--- src/rtl/da_line_feeder.sv ---
// da_line_feeder: buffers producer samples in a small FIFO and plays out one
// line of LINENUM samples per start request on dout/we, clocked by dack.
// Underrun slots are filled with BLANK_LEVEL and counted.
// Optional build macro DA_FEEDER_CLIP_EN: clamps popped samples to [16,235].
module da_line_feeder #(
  parameter int         LINENUM     = 910,
  parameter int         DEPTH       = 16,
  parameter int         AW          = 4,
  parameter int         PRIME_LEVEL = 8,
  parameter logic [7:0] BLANK_LEVEL = 8'd16
) (
  input  logic       dack,
  input  logic       reset,
  input  logic       start,
  input  logic       in_valid,
  input  logic [7:0] in_data,
  output logic       in_ready,
  output logic       we,
  output logic [7:0] dout,
  output logic       line_end,
  output logic       busy,
  output logic [9:0] underruns
);

  typedef enum logic [1:0] {IDLE, PRIME, RUN} state_t;

  localparam logic [AW:0] DEPTH_C = (AW+1)'(DEPTH);
  localparam logic [AW:0] PRIME_C = (AW+1)'(PRIME_LEVEL);
  localparam logic [9:0]  LAST_C  = 10'(LINENUM - 1);

  state_t          state_q, state_d;
  logic [AW-1:0]   wr_ptr_q, wr_ptr_d;
  logic [AW-1:0]   rd_ptr_q, rd_ptr_d;
  logic [AW:0]     fill_q, fill_d;
  logic [9:0]      cnt_q, cnt_d;
  logic [9:0]      und_q, und_d;
  logic            we_q, we_d;
  logic            le_q, le_d;
  logic [7:0]      dout_q, dout_d;
  logic [7:0]      mem [DEPTH];
  logic            push, pop;

  // Video-legal range clamp for popped samples; pass-through in the default build.
  function automatic logic [7:0] clip_px(input logic [7:0] x);
`ifdef DA_FEEDER_CLIP_EN
    if (x < 8'd16)       return 8'd16;
    else if (x > 8'd235) return 8'd235;
    else                 return x;
`else
    return x;
`endif
  endfunction

  // FIFO handshake: full blocks the producer even when a pop happens on the same edge.
  always_comb begin
    in_ready = (fill_q != DEPTH_C);
    push     = in_valid && in_ready;
    pop      = (state_q == RUN) && (fill_q != '0);
  end

  // Next-state logic for the FIFO pointers, line FSM and registered outputs.
  always_comb begin
    state_d  = state_q;
    cnt_d    = cnt_q;
    und_d    = und_q;
    we_d     = we_q;
    le_d     = le_q;
    dout_d   = dout_q;
    wr_ptr_d = push ? wr_ptr_q + AW'(1) : wr_ptr_q;
    rd_ptr_d = pop  ? rd_ptr_q + AW'(1) : rd_ptr_q;
    case ({push, pop})
      2'b10:   fill_d = fill_q + (AW+1)'(1);
      2'b01:   fill_d = fill_q - (AW+1)'(1);
      default: fill_d = fill_q;
    endcase
    case (state_q)
      IDLE: begin
        we_d = 1'b0;
        le_d = 1'b0;
        if (start) begin
          state_d = PRIME;
          cnt_d   = '0;
          und_d   = '0;
        end
      end
      PRIME: begin
        we_d = 1'b0;
        le_d = 1'b0;
        if (fill_q >= PRIME_C) state_d = RUN;
      end
      RUN: begin
        we_d = 1'b1;
        if (pop) begin
          dout_d = clip_px(mem[rd_ptr_q]);
        end else begin
          dout_d = BLANK_LEVEL;
          und_d  = (und_q == 10'h3FF) ? und_q : und_q + 10'd1;
        end
        if (cnt_q == LAST_C) begin
          le_d    = 1'b1;
          cnt_d   = '0;
          state_d = IDLE;
        end else begin
          le_d    = 1'b0;
          cnt_d   = cnt_q + 10'd1;
        end
      end
      default: state_d = IDLE;
    endcase
  end

  // Control and output registers; reset aborts any line and empties the FIFO.
  always_ff @(posedge dack) begin
    if (reset) begin
      state_q  <= IDLE;
      wr_ptr_q <= '0;
      rd_ptr_q <= '0;
      fill_q   <= '0;
      cnt_q    <= '0;
      und_q    <= '0;
      we_q     <= 1'b0;
      le_q     <= 1'b0;
      dout_q   <= '0;
    end else begin
      state_q  <= state_d;
      wr_ptr_q <= wr_ptr_d;
      rd_ptr_q <= rd_ptr_d;
      fill_q   <= fill_d;
      cnt_q    <= cnt_d;
      und_q    <= und_d;
      we_q     <= we_d;
      le_q     <= le_d;
      dout_q   <= dout_d;
    end
  end

  // FIFO storage: data only, write on an accepted push.
  always_ff @(posedge dack) begin
    if (push) mem[wr_ptr_q] <= in_data;
  end

  assign we        = we_q;
  assign dout      = dout_q;
  assign line_end  = le_q;
  assign underruns = und_q;
  assign busy      = (state_q != IDLE);

endmodule

--- config.mk ---
export PLATFORM = sky130hd
export DESIGN_NAME = da_line_feeder
export DESIGN_NICKNAME = d
export VERILOG_FILES = /design/src/rtl/da_line_feeder.sv
export SDC_FILE = /design/constraint.sdc
export NUM_CORES = 1
export LEC_CHECK = 0
export ABC_AREA = 0
export CORE_MARGIN = 2
export CORE_UTILIZATION = 32
export DETAILED_ROUTE_END_ITERATION = 8
export PLACE_DENSITY = 0.48
export SLEW_MARGIN = 30
export SYNTH_ARGS = -nofsm -noshare
export SYNTH_HDL_FRONTEND = slang
export SYNTH_SLANG_ARGS = --single-unit
--- constraint.sdc ---
create_clock -name dack -period 4.4 [get_ports dack]
set_clock_uncertainty 0.15 [all_clocks]
set_input_delay 0.66 -clock dack [delete_from_list [all_inputs] [get_ports dack]]
set_output_delay 0.66 -clock dack [all_outputs]
set_load 0.02 [all_outputs]
==> results.py <==
metrics = {
    "status": {
        "status": "completed",
    },
    "global_route": {
        "antenna_found_initial": 0,
        "grt_overflow": 0,
        "grt.met1_usage": 0.168,
        "grt_first_pass_wirelength_microns": 23500,
        "grt_pass1_vias": 4094,
        "track_usage": 0.131,
        "grt.met3_usage": 0.0259,
        "met2_usage": 0.218,
        "grt_max_degree": 33,
        "grt_busiest_layer": "met2",
    },
    "place": {
        "post-dp-hpwl_microns": 9430,
        "dpl_cell_area_sq_um": 7950,
        "portBuffers": 33,
        "dp.cells": 767,
        "place_congestion": 0.753,
    },
    "clock_network": {
        "clock_sinks": 177,
        "cts_buffer_depth": 2,
        "clock_latency_ns": 0.42,
        "clockRootBuffer": "clkbuf_16",
        "htreeDepth": 4,
        "cts_tree": "built",
        "cts_buffers": 17,
        "path_clk_slew_ns": 0.07,
        "cts_repair_resize_count": 0,
        "cts_hold_buf": 0,
        "postCtsSetupBuffers": 0,
    },
    "yosys": {
        "synth.distinct_cells": 57,
        "synth.avg_cell_area_sq_um": 15.8,
        "syn_inst": 463,
        "synth_area_leaders": "edfxtp_1 52%, dfxtp_1 13%, mux4_1 5.7%",
        "yosysSeqAreaShare": 0.658,
        "synth.top_cell.area_share": 0.524,
        "synth_edf_count": 128,
        "yosys_warnings": 0,
        "synth_flop_cell": "edfxtp_1",
        "yosys_register_bits": 177,
        "synthArstFlopShare": 0,
        "synth_area_sq_um": 7330,
        "synth_top_area_cell": "edfxtp_1",
        "synth_nets": 486,
    },
    "timing": {
        "maxSlewHeadroom": 0.348,
        "hold_viol": 0,
        "slew_violations": 0,
        "rsz0062_at_grt": "false",
        "fin_crit_ns": 3.05,
        "tightest_slew_ns": 0.974,
        "fin_tns_setup_ns": 0,
        "post-route-period-util": 0.694,
        "setup_violations": 0,
        "max_freq_mhz": 328,
    },
    "die": {
        "io_pins": 34,
        "die_area_sq_um": 24100,
        "initial_core_util": 0.325,
        "die_h_microns": 155,
        "coreArea_sq_um": 22600,
        "row_count": 55,
        "die_x_microns": 155,
    },
    "power": {
        "p_total_uw": 3350,
        "peakVddDrop_mv": 0.226,
        "powerDensity_nw_per_um2": 394,
        "p_leak_uw": 0.00275,
    },
    "critical_path": {
        "start_kind": "flop",
        "cp-end-kind": "flop",
        "critical_path.slowest_cell": "or4_4",
        "max_stage_delay_ns": 0.57,
        "worstPathMaxFanout": 11,
        "crit_path_cell_trace": "or4_4 -> o21ai_4 -> inv_4 -> ha_1 -> xor2_1 -> ha_1 -> a21oi_1 -> xnor2_1 -> or3_1 -> a21oi_1",
        "required_ns": 4.60,
        "path_class": "flop to flop",
        "crit_family": "simple AND/OR/NAND/NOR gates",
        "path_buf_inv": 1,
        "crit_arrival_ns": 3.26,
    },
    "drt": {
        "drtAntennaViolNets": 0,
        "drcViolationCount": 0,
        "drt_iter0_markers": 242,
        "wl_microns": 14800,
        "avgRoutedWirePerCell_microns": 18.6,
        "drt_pass1_iterations": 4,
        "vias_per_cell": 4.99,
        "num_vias": 3989,
    },
    "cells_and_area": {
        "finalNonFillerCells": 799,
        "n_antenna_cell": 0,
        "fin_nets": 524,
        "stdcell_area_sq_um": 8510,
        "drive_gt1_frac": 0.152,
        "area.growth.synth_to_final_pct": 16.0,
        "fin_util": 0.377,
    },
    "min_path": {
        "min_path_type": "flop to flop",
    },
    "run": {
        "max_cap_viol_count": 0,
    },
}
[where the power goes]
| part | switching [uW] | internal (uW) | total [uW] |
|---|---|---|---|
| logic | 71.3 | 50.5 | 122 |
| clock network | 672 | 743 | 1410 |
| registers | 12.9 | 1800 | 1820 |
| total | 756 | 2600 | 3350 |
[state kept, by name, summed over array words and instances, names as in the netlist, named ones only]
signal	count
fill_q	5
underruns	10
mem	128
line_end	1
wr_ptr_q	4
state_q	2
we	1
rd_ptr_q	4
cnt_q	10
dout	8
[Yosys cell counts (5+ instances only)]
library cell and instances:
edfxtp_1 128, nor2_1 58, dfxtp_1 49, mux4_2 17
xor2_1 17, mux4_1 16, nand2_1 13, clkbuf_1 12
mux2i_1 12, ha_1 11, nor3_1 9, nand3_1 8
o21ai_0 8, a21oi_1 7, a221o_1 7, inv_1 7
mux2_2 7, nand4_1 7, xnor2_1 7, nand2b_1 5
nor3b_1 5
[cell type report]
class | instances | area, sq um
Multi-Input combinational cell | 255 | 2340
Sequential cell | 177 | 4830
Fill cell | 2097 | 14100
Clock inverter | 14 | 124
Clock buffer | 18 | 429
Inverter | 8 | 32.5
Tap cell | 285 | 357
Timing Repair Buffer | 42 | 398
[placed cells by master, fill, tap and decap left out, drive strengths merged, types with 2 or more instances in the layout]
| cell | netlist | final |
|---|---|---|
| nand2b | 5 | 5 |
| edfxtp | 128 | 128 |
| inv | 8 | 14 |
| a221o | 7 | 7 |
| clkdlybuf4s50 | 0 | 33 |
| mux4 | 33 | 33 |
| clkinvlp | 0 | 2 |
| a21o | 2 | 2 |
| o21bai | 2 | 2 |
| clkbuf | 13 | 18 |
| or3 | 2 | 2 |
| a22oi | 2 | 2 |
| buf | 10 | 9 |
| xnor2 | 7 | 7 |
| and4 | 2 | 2 |
| nand3b | 2 | 2 |
| nand2 | 13 | 13 |
| nor4 | 3 | 3 |
| clkinv | 0 | 6 |
| nor3b | 5 | 5 |
| dfxtp | 49 | 49 |
| o21ai | 10 | 10 |
| nand4b | 3 | 3 |
| nor3 | 9 | 9 |
| nand3 | 8 | 8 |
| xor2 | 17 | 17 |
| nand4 | 7 | 7 |
| ha | 11 | 11 |
| nor2 | 58 | 58 |
| or2 | 2 | 2 |
| mux2i | 12 | 12 |
| a31oi | 3 | 3 |
| mux2 | 7 | 7 |
| a21oi | 7 | 7 |
[worst paths after layout]
check | from | to | slack [ns] | depth (start not counted)
hold / removal | dout[2]$_SDFFE_PP0P_ | dout[2]$_SDFFE_PP0P_ | 0.35 | 1
setup reg to reg | fill_q[2]$_SDFFE_PP0P_ | fill_q[2]$_SDFFE_PP0P_ | 1.35 | 10
setup / recovery | fill_q[2]$_SDFFE_PP0P_ | fill_q[2]$_SDFFE_PP0P_ | 1.35 | 10
hold reg to reg | dout[2]$_SDFFE_PP0P_ | dout[2]$_SDFFE_PP0P_ | 0.35 | 1
[cell families after synthesis]
kind of cell | share of synthesized area
compound gates | 0.0459
fa+ha+maj | 0.0188
buf+inv | 0.0244
simple gates | 0.0874
xor+xnor | 0.0287
flops | 0.658
mux | 0.137
[stage by stage]
step	hold WS, ns	worst slack [ns]
floorplan	0.334	1.55
global placement	0.325	1.08
detailed placement	0.335	1.01
CTS	0.354	1.35
global route	0.388	1.10
finish	0.349	1.35
[layer usage]
layer	part of all wire	routed length [microns]
met5	0	0
met4	0.019	286
met3	0.026	385
met2	0.49	7260
met1	0.47	6900
[worst register-to-register path, cell delays in order, from the launching register on]
cell and delay (ns):
dfxtp_1 0.43, or4_4 0.57, o21ai_4 0.26, inv_4 0.09, ha_1 0.30, xor2_1 0.18
ha_1 0.19, a21oi_1 0.24, xnor2_1 0.12, or3_1 0.33, a21oi_1 0.14
(Power assumes the default switching activity.)
